==> src/rtl/accel_seq_ctrl.sv <==
// ADXL362 transaction sequencer: power-up wait, two configuration writes, then
// periodic XDATA/YDATA burst reads through a byte-level SPI engine, with a byte watchdog.
module accel_seq_ctrl #(
   parameter int unsigned POWERUP_CYCLES = 25000,
   parameter int unsigned SAMPLE_PERIOD  = 50000,
   parameter int unsigned TIMEOUT_CYCLES = 255,
   parameter logic [7:0]  FILTER_CTL_VAL = 8'h13,
   parameter logic [7:0]  POWER_CTL_VAL  = 8'h02
) (
   input  logic       spi_clk,
   input  logic       rst,
   input  logic       enable,
   output logic       byte_start,
   output logic [7:0] byte_tx,
   output logic       byte_last,
   input  logic       byte_done,
   input  logic [7:0] byte_rx,
   output logic [7:0] accel_data_x,
   output logic [7:0] accel_data_y,
   output logic       data_valid,
   output logic       cfg_done,
   output logic       timeout_err
);

   localparam logic [3:0] S_PWRUP  = 4'd0;
   localparam logic [3:0] S_W_CMD  = 4'd1;
   localparam logic [3:0] S_W_ADDR = 4'd2;
   localparam logic [3:0] S_W_DATA = 4'd3;
   localparam logic [3:0] S_IDLE   = 4'd4;
   localparam logic [3:0] S_R_CMD  = 4'd5;
   localparam logic [3:0] S_R_ADDR = 4'd6;
   localparam logic [3:0] S_R_X    = 4'd7;
   localparam logic [3:0] S_R_Y    = 4'd8;
   localparam logic [3:0] S_UPDATE = 4'd9;

   localparam logic [7:0] CMD_WRITE  = 8'h0A;
   localparam logic [7:0] CMD_READ   = 8'h0B;
   localparam logic [7:0] REG_FILTER = 8'h2C;
   localparam logic [7:0] REG_POWER  = 8'h2D;
   localparam logic [7:0] REG_XDATA  = 8'h08;

   localparam int unsigned CNT_MAX = (POWERUP_CYCLES > SAMPLE_PERIOD) ? POWERUP_CYCLES : SAMPLE_PERIOD;
   localparam int CW = $clog2(CNT_MAX) + 1;
   localparam int WW = $clog2(TIMEOUT_CYCLES) + 1;
   localparam logic [CW-1:0] PWRUP_LAST  = CW'(POWERUP_CYCLES - 1);
   localparam logic [CW-1:0] PERIOD_LAST = CW'(SAMPLE_PERIOD - 1);
   localparam logic [WW-1:0] WD_LAST     = WW'(TIMEOUT_CYCLES - 1);

   logic [3:0]    state, nxt;
   logic          busy;          // a byte is outstanding at the engine
   logic          cfg_idx;       // 0: FILTER_CTL write, 1: POWER_CTL write
   logic          first_burst;   // first read after configuration skips the period wait
   logic          issue;
   logic [CW-1:0] cnt, cnt_lim;
   logic [WW-1:0] wd;
   logic [7:0]    x_hold, y_hold, nxt_tx;
   logic          nxt_last;

   // Byte states only advance once the outstanding byte has completed.
   always_comb begin
      nxt = state;
      case (state)
         S_PWRUP:  if (cnt == PWRUP_LAST) nxt = S_W_CMD;
         S_W_CMD:  if (!busy) nxt = S_W_ADDR;
         S_W_ADDR: if (!busy) nxt = S_W_DATA;
         S_W_DATA: if (!busy) nxt = cfg_idx ? S_IDLE : S_W_CMD;
         S_IDLE:   if (enable && (first_burst || cnt == PERIOD_LAST)) nxt = S_R_CMD;
         S_R_CMD:  if (!busy) nxt = S_R_ADDR;
         S_R_ADDR: if (!busy) nxt = S_R_X;
         S_R_X:    if (!busy) nxt = S_R_Y;
         S_R_Y:    if (!busy) nxt = S_UPDATE;
         S_UPDATE: nxt = S_IDLE;
         default:  nxt = S_PWRUP;
      endcase
   end

   // NOTE: every combinational output gets a default first so no latch is inferred.
   always_comb begin
      nxt_tx   = 8'h00;
      nxt_last = 1'b0;
      case (nxt)
         S_W_CMD:  nxt_tx = CMD_WRITE;
         S_W_ADDR: nxt_tx = cfg_idx ? REG_POWER : REG_FILTER;
         S_W_DATA: begin
            nxt_tx   = cfg_idx ? POWER_CTL_VAL : FILTER_CTL_VAL;
            nxt_last = 1'b1;
         end
         S_R_CMD:  nxt_tx = CMD_READ;
         S_R_ADDR: nxt_tx = REG_XDATA;
         S_R_Y:    nxt_last = 1'b1;
         default:  ;
      endcase
   end

   assign issue   = (nxt != state) && (nxt inside {S_W_CMD, S_W_ADDR, S_W_DATA,
                                                   S_R_CMD, S_R_ADDR, S_R_X, S_R_Y});
   assign cnt_lim = (state == S_PWRUP) ? PWRUP_LAST : PERIOD_LAST;

   always_ff @(posedge spi_clk) begin
      if (rst) begin
         state        <= S_PWRUP;
         busy         <= 1'b0;
         cfg_idx      <= 1'b0;
         first_burst  <= 1'b0;
         cnt          <= '0;
         wd           <= '0;
         x_hold       <= 8'h00;
         y_hold       <= 8'h00;
         byte_start   <= 1'b0;
         byte_tx      <= 8'h00;
         byte_last    <= 1'b0;
         accel_data_x <= 8'h00;
         accel_data_y <= 8'h00;
         data_valid   <= 1'b0;
         cfg_done     <= 1'b0;
         timeout_err  <= 1'b0;
      end else begin
         byte_start <= 1'b0;
         data_valid <= 1'b0;
         // NOTE: the saturating increment comes first; later non-blocking writes to cnt override it.
         if (cnt < cnt_lim) cnt <= cnt + 1'b1;

         if (busy) begin
            if (byte_done) begin
               busy <= 1'b0;
               if (state == S_R_X) x_hold <= byte_rx;
               if (state == S_R_Y) y_hold <= byte_rx;
            end else if (wd == WD_LAST) begin
               timeout_err <= 1'b1;
               cfg_done    <= 1'b0;
               state       <= S_PWRUP;
               busy        <= 1'b0;
               cfg_idx     <= 1'b0;
               first_burst <= 1'b0;
               cnt         <= '0;
            end else begin
               wd <= wd + 1'b1;
            end
         end else begin
            state <= nxt;
            if (issue) begin
               byte_start <= 1'b1;
               byte_tx    <= nxt_tx;
               byte_last  <= nxt_last;
               busy       <= 1'b1;
               wd         <= '0;
            end
            if (state == S_IDLE && nxt == S_R_CMD) begin
               cnt         <= '0;
               first_burst <= 1'b0;
            end
            if (state == S_W_DATA) begin
               if (cfg_idx) begin
                  cfg_done    <= 1'b1;
                  cnt         <= '0;
                  first_burst <= 1'b1;
               end else begin
                  cfg_idx <= 1'b1;
               end
            end
            if (state == S_UPDATE) begin
               accel_data_x <= x_hold;
               accel_data_y <= y_hold;
               data_valid   <= 1'b1;
            end
         end
      end
   end

endmodule
==> config.mk <==
export PLATFORM = sky130hd
export DESIGN_NAME = accel_seq_ctrl
export DESIGN_NICKNAME = d
export VERILOG_FILES = /design/src/rtl/accel_seq_ctrl.sv
export SDC_FILE = /design/constraint.sdc
export NUM_CORES = 1
export LEC_CHECK = 0
export CAP_MARGIN = 15
export CORE_AREA = 5 5 99 101
export DETAILED_ROUTE_END_ITERATION = 12
export DIE_AREA = 0 0 104 106
export GPL_ROUTABILITY_DRIVEN = 0
export PLACE_DENSITY = 0.67
export SYNTH_ARGS = -nofsm -noshare
export SYNTH_HDL_FRONTEND = slang
export SYNTH_SLANG_ARGS = --single-unit
export TNS_END_PERCENT = 10
==> constraint.sdc <==
create_clock -name spi_clk -period 2.3 [get_ports spi_clk]
set_input_delay 0.46 -clock spi_clk [delete_from_list [all_inputs] [get_ports spi_clk]]
set_output_delay 0.46 -clock spi_clk [all_outputs]
set_load 0.03 [all_outputs]
Word-level counts from Yosys, hierarchy flattened
Index checks and enable logic that the tools add are counted.

word-level totals
  register bits after elaboration = 78
  latch bits = 0
  bits in writable memories = 0
  bits in read-only memories = 0
  output and inout port bits = 29
  memories kept = 0

cells by class
  $add $sub $neg = 2
  multiply operators = 0
  div/mod/pow operators = 0
  magnitude comparators = 1
  equality and inequality tests = 23
  shift-type cells = 0
  multiplexer cells = 46
  bitwise logic cells = 2
  reduce and logical (&&, ||, !) cells = 20

operator list
  kind                     count
  $mux W17                 7
  $mux W4                  12
  $pmux W4 S10             1
  $mux W9                  4
  $pmux W6 S5              1
  $eq A4 B3 Y1 const B     7
  $mux W1                  18
  $add A17 B1 Y17 const B  1
  $eq A17 B15 Y1 const B   1
  $eq A17 B16 Y1 const B   1
  $lt A17 B16 Y1           1
  $eq A4 B2 Y1 const B     4
  $mux W16                 1
  $reduce_and A3 Y1        5
  $eq A4 B4 Y1 const B     3
  $add A9 B1 Y9 const B    1
  $eq A9 B8 Y1 const B     1
  $eq A4 B1 Y1 const B     2
  $reduce_bool A7 Y1       1
  $reduce_and A2 Y1        3
  $reduce_bool A2 Y1       3
  $mux W5                  1
  $logic_not A4 Y1         1
  $ne A2 B2 Y1 const B     2
  8 further kinds          12

Logic depth before layout (Yosys ltp)
Gate-level depths: netlist of run 1.

  depth in word-level cells = 11
  gate-level depth with buffers = 11

Worst setup path before layout of run 1
OpenSTA, ideal clock, no wires.

  path kind = register to register
  from = reg state[2]
  to = reg cnt[15]
  library setup time = 0.086 ns
  arrival time = 2.320 ns
  required time = 2.214 ns
  path slack = -0.106 ns
  stages on the path, launching flop included = 11
  cells stage by stage = dfxtp_1 buf_2 nor2_1 nand2_1 inv_1 ha_1 a311o_1 nor3_2 nand4_1 or3_1 a211oi_1

between the ends
  word-level cells in the longest chain between the ends = 8
  elaborated cells between the ends (all ways) = 31
  those cells by class = 1 x order compare; 10 x eq/ne; 18 x mux; 2 x reduce/logical

RTL lines
  item                                                    RTL line  text
  from (decl)                                             49        logic [3:0] state, nxt;
  from (signal assigned)                                  140       state <= nxt;
  $logic_not A4 Y1 (tied with other cells)                62, 97
  $mux W16 / $pmux W4 S10 (equally long branches)         97, 62
  $lt A17 B16 Y1 / $eq A4 B3 Y1 (equally long branches)   121, 148
  $mux W17 / $logic_and A1 B1 Y1 (equally long branches)  121, 148
  $mux W17                                                148       if (state == S_IDLE && nxt == S_R_CMD) begin
  $mux W17                                                153       if (cfg_idx) begin
  $mux W17                                                152       if (state == S_W_DATA) begin
  $mux W17 *                                              123       if (busy) begin
  to (signal assigned)                                    121       if (cnt < cnt_lim) cnt <= cnt + 1'b1;
  to (decl)                                               54        logic [CW-1:0] cnt, cnt_lim;

Every way passes the cells marked *; elsewhere a longest branch is shown, timed or not.
A chain may end at the register's enable or synchronous reset.

Worst setup path in the final report of run 1
  from = reg state[3]
  to = reg cnt[8]

The elaborated chain is that of the path after synthesis.

==> results of run 1 <==
## state kept, by name, indices dropped and copies added (netlist names)
| name | count |
|---|---|
| x_hold | 8 |
| accel_data_y | 8 |
| state | 4 |
| cfg_done | 1 |
| byte_tx | 5 |
| byte_start | 1 |
| byte_last | 1 |
| data_valid | 1 |
| busy | 1 |
| cfg_idx | 1 |
| timeout_err | 1 |
| first_burst | 1 |
| accel_data_x | 8 |
| cnt | 17 |
| y_hold | 8 |
| wd | 9 |
## layer usage
metal	part of all wire [%]	vias up	wire length, um	global-route usage (%)
li1	-	1782	-	-
met1	46	1693	4500	22.4
met2	51	48	4960	28.6
met3	2.8	5	272	3.76
met4	0.74	0	73	4.16
met5	0	-	0	0
## logic make-up (layout without fill, tap and decap cells)
logic type,count (synthesis),after routing,share of synthesized area [%]
adder cells (fa/ha/maj),10,10,3.28
flip-flops,75,75,39.4
AO/OA/AOI/OAI,112,112,19.9
other,1,2,0.0983
XOR/XNOR,6,6,1.38
multiplexers,18,18,4.72
buffers and inverters,46,106,5.35
AND/OR/NAND/NOR,196,196,25.9
## final timing paths
| path | start | to | slack (ps) | cells after the start |
|---|---|---|---|---|
| worst max register to register | state[3] | cnt[8] | -70 | 10 |
| worst min register to register | timeout_err | timeout_err | 450 | 2 |
| worst max-delay path | state[3] | cnt[8] | -70 | 10 |
| worst min-delay path | timeout_err | timeout_err | 450 | 2 |
## cell type report
class / instances / share of cell area (%)
sequential: 75 / 30.9
timing repair buffer: 75 / 14.0
inverter: 15 / 1.21
tap: 111 / 2.85
multi-input combinational: 344 / 46.4
clock inverter: 6 / 1.93
clock buffer: 10 / 2.82
## cells in the final DEF (no fill, tap or decap), types with 4 or more instances in the layout
| master | instances |
|---|---|
| nor3_1 | 9 |
| clkdlybuf4s50_1 | 37 |
| inv_1 | 14 |
| buf_6 | 4 |
| a21oi_1 | 35 |
| o31ai_1 | 5 |
| or3_4 | 4 |
| dfxtp_1 | 73 |
| nor2_1 | 43 |
| nor2b_1 | 4 |
| or3_1 | 7 |
| ha_1 | 7 |
| clkbuf_8 | 10 |
| o211ai_1 | 4 |
| a211oi_1 | 7 |
| and3_1 | 6 |
| nand4_1 | 9 |
| mux2i_1 | 18 |
| a211oi_2 | 12 |
| buf_4 | 32 |
| nand3_1 | 22 |
| o21ai_0 | 23 |
| nand2_1 | 56 |
## power breakdown
group / leakage, nW / internal (W) / switching (W) / total (W)
Clock: 0.114 / 0.000653 / 0.000532 / 0.00118
Combinational: 0.939 / 0.000622 / 0.000934 / 0.00156
Sequential: 0.606 / 0.00138 / 0.0000750 / 0.00146
## critical path, stage by stage, from the launching register on
cell,delay (ps)
dfxtp_1,330
nor2_2,150
nand2_4,90
inv_4,90
ha_4,200
a21oi_2,130
o211ai_1,120
o21a_2,260
buf_12,140
or4_1,530
a211oi_2,240
## through the flow
stage	setup WS, ps	area [sq um]	power, W	TNS [ps]	hold slack [ps]
2_1_floorplan	13.8	3820	0.00244	0	431
3_3_place_gp	19.2	4410	0.00280	0	437
3_5_place_dp	-99.6	4410	0.00283	-806	442
4_1_cts	1.91	4750	0.00410	0	447
5_1_grt	-127	4870	0.00444	-857	470
6_report	-72.0	4870	0.00420	-102	453
## repair_timing
item | in CTS | in global routing
gates resized for setup | 10 | 26
buffers inserted | 7 | 0
endpoints found under the setup margin | 13 | 23
pin swaps | 4 | 19
==> metrics.md, run 1 <==
| Metric | Value |
|---|---|
| FP Rows | 35 |
| Routed WL | 9.80 mm |
| CTS tree | built |
| Post-synth top cells | dfxtp_1, nand2_1, nor2_1, a21oi_1, o21ai_0 |
| CTS max path bufs | 2 |
| Root Driver | clkbuf_8 |
| Sink Count | 75 |
| Post-route ant nets | 0 |
| Max Freq | 0.422 GHz |
| Leak pwr | 1.66 nW |
| Area leader, netlist | dfxtp_1 |
| HPWL Detailed | 6.65 mm |
| Largest net degree at the start of global routing | 51 |
| Worst-margin pin slew | 569 ps |
| Slew margin rel. | 62.1% |
| Area of the multi-input gates | 2260 sq um |
| Outcome | complete, but fails checks |
| Top Ports | 41 |
| Clock Latency Late Sink | 350 ps |
| Clk slew on worst S/H paths | 80 ps |
| Number of global-route vias before repair | 3245 |
| Setup Skew | 11.5 ps |
| Final worst setup slack | -72.0 ps |
| Clock period minus worst slack | 2370 ps |
| Peak VDD IR | 0.461 mV |
| Total Nets Final | 542 |
| Hold Crit Class | reg2reg |
| Count of final setup violators | 4 |
| Gate Count Post-Synth | 464 |
| YS warnings | 0 |
| CTS buffer count | 9 |
| Initial antenna violation count | 0 |
| Die height | 106 um |
| Via count | 3528 |
| N_diodes | 0 |
| Vias per cell | 5.55 |
| Finished Layout Cells | 636 |
| Placeable core region | 8930 sq um |
| Crit path max fanout | 4 |
| Cells after DPL | 613 |
| PD cells | 862 nW/um^2 |
| EDFF count, synth | 0 |
| Unique masters post-synth | 57 |
| Pre-antenna DRT Iters | 5 |
| Predominant post-synthesis flop cell | dfxtp_1 |
| DR DRC count | 0 |
| Startpoint Class | flip-flop |
| Area growth syn-to-layout | 27.8% |
| Post-layout util | 54.6% |
| Die width | 104 um |
| Final Hold Vio Count | 0 |
| Top-count cell post-synth | dfxtp_1 |
| Initial Util | 42.7% |
| Fin. max-slew vios | 0 |
| CP Data Required Time | 2570 ps |
| Final Cycle Share | 103% |
| Filler Cell Count | 849 |
| Synth Cell Area | 3810 sq um |
| H-tree lvl count | 3 |
| RSZ-0062 raised after global routing | yes |
| Sequential cell area | 1500 sq um |
| Post-synth top area share | 39.4% |
| Max_cap viols | 0 |
| Seq/Total Area, Yosys | 39.4% |
| Seq cells post-synth | 75 |
| Worst Setup Path Type | reg2reg |
| Share of cells above drive strength 1 | 18.7% |
| WP data arrival | 2640 ps |
| Initial DRC count | 139 |
| Asr flop ratio synth | 0% |
| First-pass GRT wire length | 15.9 mm |
| Top cells by area, synth | dfxtp_1, nand2_1, a21oi_1, mux2i_1, nor2_1 |
| Failing checks | negative setup slack |
| Avg Synthesized Cell Area | 8.22 sq um |
| Overall Global Routing Usage | 17.1% |
| Worst setup EP type | flip-flop |
| Drt wl/cell | 15.4 um |
| IO Port Bufs | 38 |
| Die Area | 11000 sq um |
| Grt ovf | 0 |
| CTS Hold Buffers Added | 0 |
Note: power is estimated with default switching activity, not from simulation.
==> inputs of run 2 (changes only) <==
--- a/config.mk
+++ b/config.mk
@@ -10,6 +10,7 @@
 export DETAILED_ROUTE_END_ITERATION = 12
 export DIE_AREA = 0 0 104 106
 export GPL_ROUTABILITY_DRIVEN = 0
+export MAX_ROUTING_LAYER = met4
 export PLACE_DENSITY = 0.67
 export SYNTH_ARGS = -nofsm -noshare
 export SYNTH_HDL_FRONTEND = slang
==> run 2 against run 1 <==
  * The flow still finishes with violations (negative setup slack)
  * Die area unchanged
  * Fmax increased by 2.7%
  * Total power about the same
  * Non-clock buffer count unchanged
==> metrics.md, run 2 (synthesis results as in run 1) <==
| Metric | Value |
|---|---|
| Outcome | complete, but fails checks |
| Failing checks | negative setup slack |
| Sink Count | 75 |
| RSZ-0062 raised after global routing | yes |
| Initial DRC count | 110 |
| Final Cycle Share | 100% |
| CP Data Required Time | 2570 ps |
| Final Hold Vio Count | 0 |
| Worst Reg2Reg Path Length in Cells | 10 |
| Slowest-stage cell, CP | or4_4 |
| Most frequent cells in the layout | dfxtp_1, nand2_1, nor2_1, clkdlybuf4s50_1, a21oi_1 |
| HPWL Detailed | 6.65 mm |
| CP Cell Sequence | nor2_2 -> nand2_4 -> inv_4 -> ha_4 -> a21oi_2 -> o211ai_1 -> o21a_2 -> buf_12 -> or4_4 -> a211oi_2 |
| Capturing point of the worst reg2reg path | cnt[10] |
| Crit path max fanout | 4 |
| Placeable core region | 8930 sq um |
| Vias per cell | 5.55 |
| CP delay by family, top | simple AND/OR/NAND/NOR gates |
| Grt ovf | 0 |
| PD cells | 861 nW/um^2 |
| R2r startpoint | state[3] |
| FP Rows | 35 |
| DR DRC count | 0 |
| Tot Pwr | 0.00420 W |
| Setup Skew | 13.3 ps |
| Max reg flops | 17 |
| Top Ports | 41 |
| Overall Global Routing Usage | 17.5% |
| CP Buf/Inv Count | 2 |
| Area growth syn-to-layout | 28.0% |
| Hold Crit Class | reg2reg |
| Startpoint Class | flip-flop |
| Number of stages on the worst setup path | 10 |
| Top flop regs | cnt (17), wd (9) |
| Area of the multi-input gates | 2270 sq um |
| Leak pwr | 1.66 nW |
| Clock period minus worst slack | 2310 ps |
| Root Driver | clkbuf_8 |
| Pre-antenna DRT Iters | 5 |
| Total Nets Final | 542 |
| WP data arrival | 2580 ps |
| Count of final setup violators | 3 |
| N_diodes | 0 |
| Origin of the worst setup path | state[3] |
| Die Area | 11000 sq um |
| Final worst setup slack | -10.7 ps |
| Share of cells above drive strength 1 | 19.0% |
| H-tree lvl count | 3 |
| Peak VDD IR | 0.460 mV |
| Max_cap viols | 0 |
| Routed WL | 9.77 mm |
| CP endpoint | cnt[10] |
| Sum Neg Setup Slack | -16.6 ps |
| Largest stage delay, worst path | 510 ps |
| Drt wl/cell | 15.4 um |
| Reg2Reg Setup Slack | -10 ps |
| Worst Setup Path Type | reg2reg |
| Final std cell area, no fill | 4880 sq um |
| Die width | 104 um |
| Via count | 3532 |
| Post-layout util | 54.6% |
| Largest net degree at the start of global routing | 51 |
| Commonest non-fill, non-tap cell in the layout | dfxtp_1 |
| Slew margin rel. | 62.3% |
| Worst setup EP type | flip-flop |
| CTS tree | built |
| Post-route ant nets | 0 |
| Worst-margin pin slew | 565 ps |
| Die height | 106 um |
| Sequential cell area | 1500 sq um |
| IO Port Bufs | 38 |
| Number of global-route vias before repair | 3248 |
| Placed Area | 4410 sq um |
| Filler Cell Count | 846 |
| Clock Latency Late Sink | 350 ps |
| Initial Util | 42.7% |
| Initial antenna violation count | 0 |
| Max Freq | 0.433 GHz |
| CTS buffer count | 9 |
| Fin. max-slew vios | 0 |
| Clk slew on worst S/H paths | 80 ps |
| First-pass GRT wire length | 15.9 mm |
| CTS max path bufs | 2 |
| Top reg by flops | cnt |
[run 2: metrics by stage]
stage	hold WS, ps	worst slack, ps	cells
global placement	437	19.2	613
detailed placement	442	-99.6	613
finish	453	-10.7	636
floorplan	431	13.8	465
global route	470	-84.0	636
CTS	447	1.91	636
[run 2: layout make-up]
class	count	share of cell area (%)
Clock buffer	10	2.82
Clock inverter	6	1.92
Inverter	15	1.21
Multi-Input combinational cell	344	46.4
Sequential cell	75	30.8
Tap cell	111	2.85
Timing Repair Buffer	75	13.9
[run 2: power breakdown]
group,internal (W),switching (W)
logic,0.000621,0.000933
clock network,0.000653,0.000534
registers,0.00138,0.0000750
total,0.00266,0.00154
[run 2: tightest hold or removal path, delay by kind of cell (launching register included)]
family	cells	cell delay (ps)
DFF	1	320
buffers and inverters	1	50
AOI/OAI and AO/OA	1	50
[run 2: per-layer routing]
| layer | GRT usage (%) | wire (um) | vias to the layer above |
|---|---|---|---|
| li1 | - | - | 1777 |
| met2 | 28.6 | 4920 | 63 |
| met3 | 3.40 | 356 | 6 |
| met4 | 4.72 | 75 | 0 |
| met5 | - | 0 | - |
| met1 | 22.4 | 4430 | 1686 |
[run 2: repair_timing]
action,CTS,global route
buffers inserted,7,0
pin swaps,4,21
hold buffers,0,0
gates resized for setup,10,28
endpoints found under the setup margin,13,23
[run 2: worst min-delay path by stage]
| stage | slack [ps] | endpoint | start | depth (start not counted) |
|---|---|---|---|---|
| 2_1_floorplan | 430 | accel_data_x[0] | x_hold[0] | 2 |
| 3_3_place_gp | 440 | timeout_err | timeout_err | 2 |
| 3_5_place_dp | 440 | timeout_err | timeout_err | 2 |
| 4_1_cts | 450 | wd[4] | rst | 2 |
| 5_1_grt | 470 | timeout_err | timeout_err | 2 |
| 6_report | 450 | timeout_err | timeout_err | 2 |
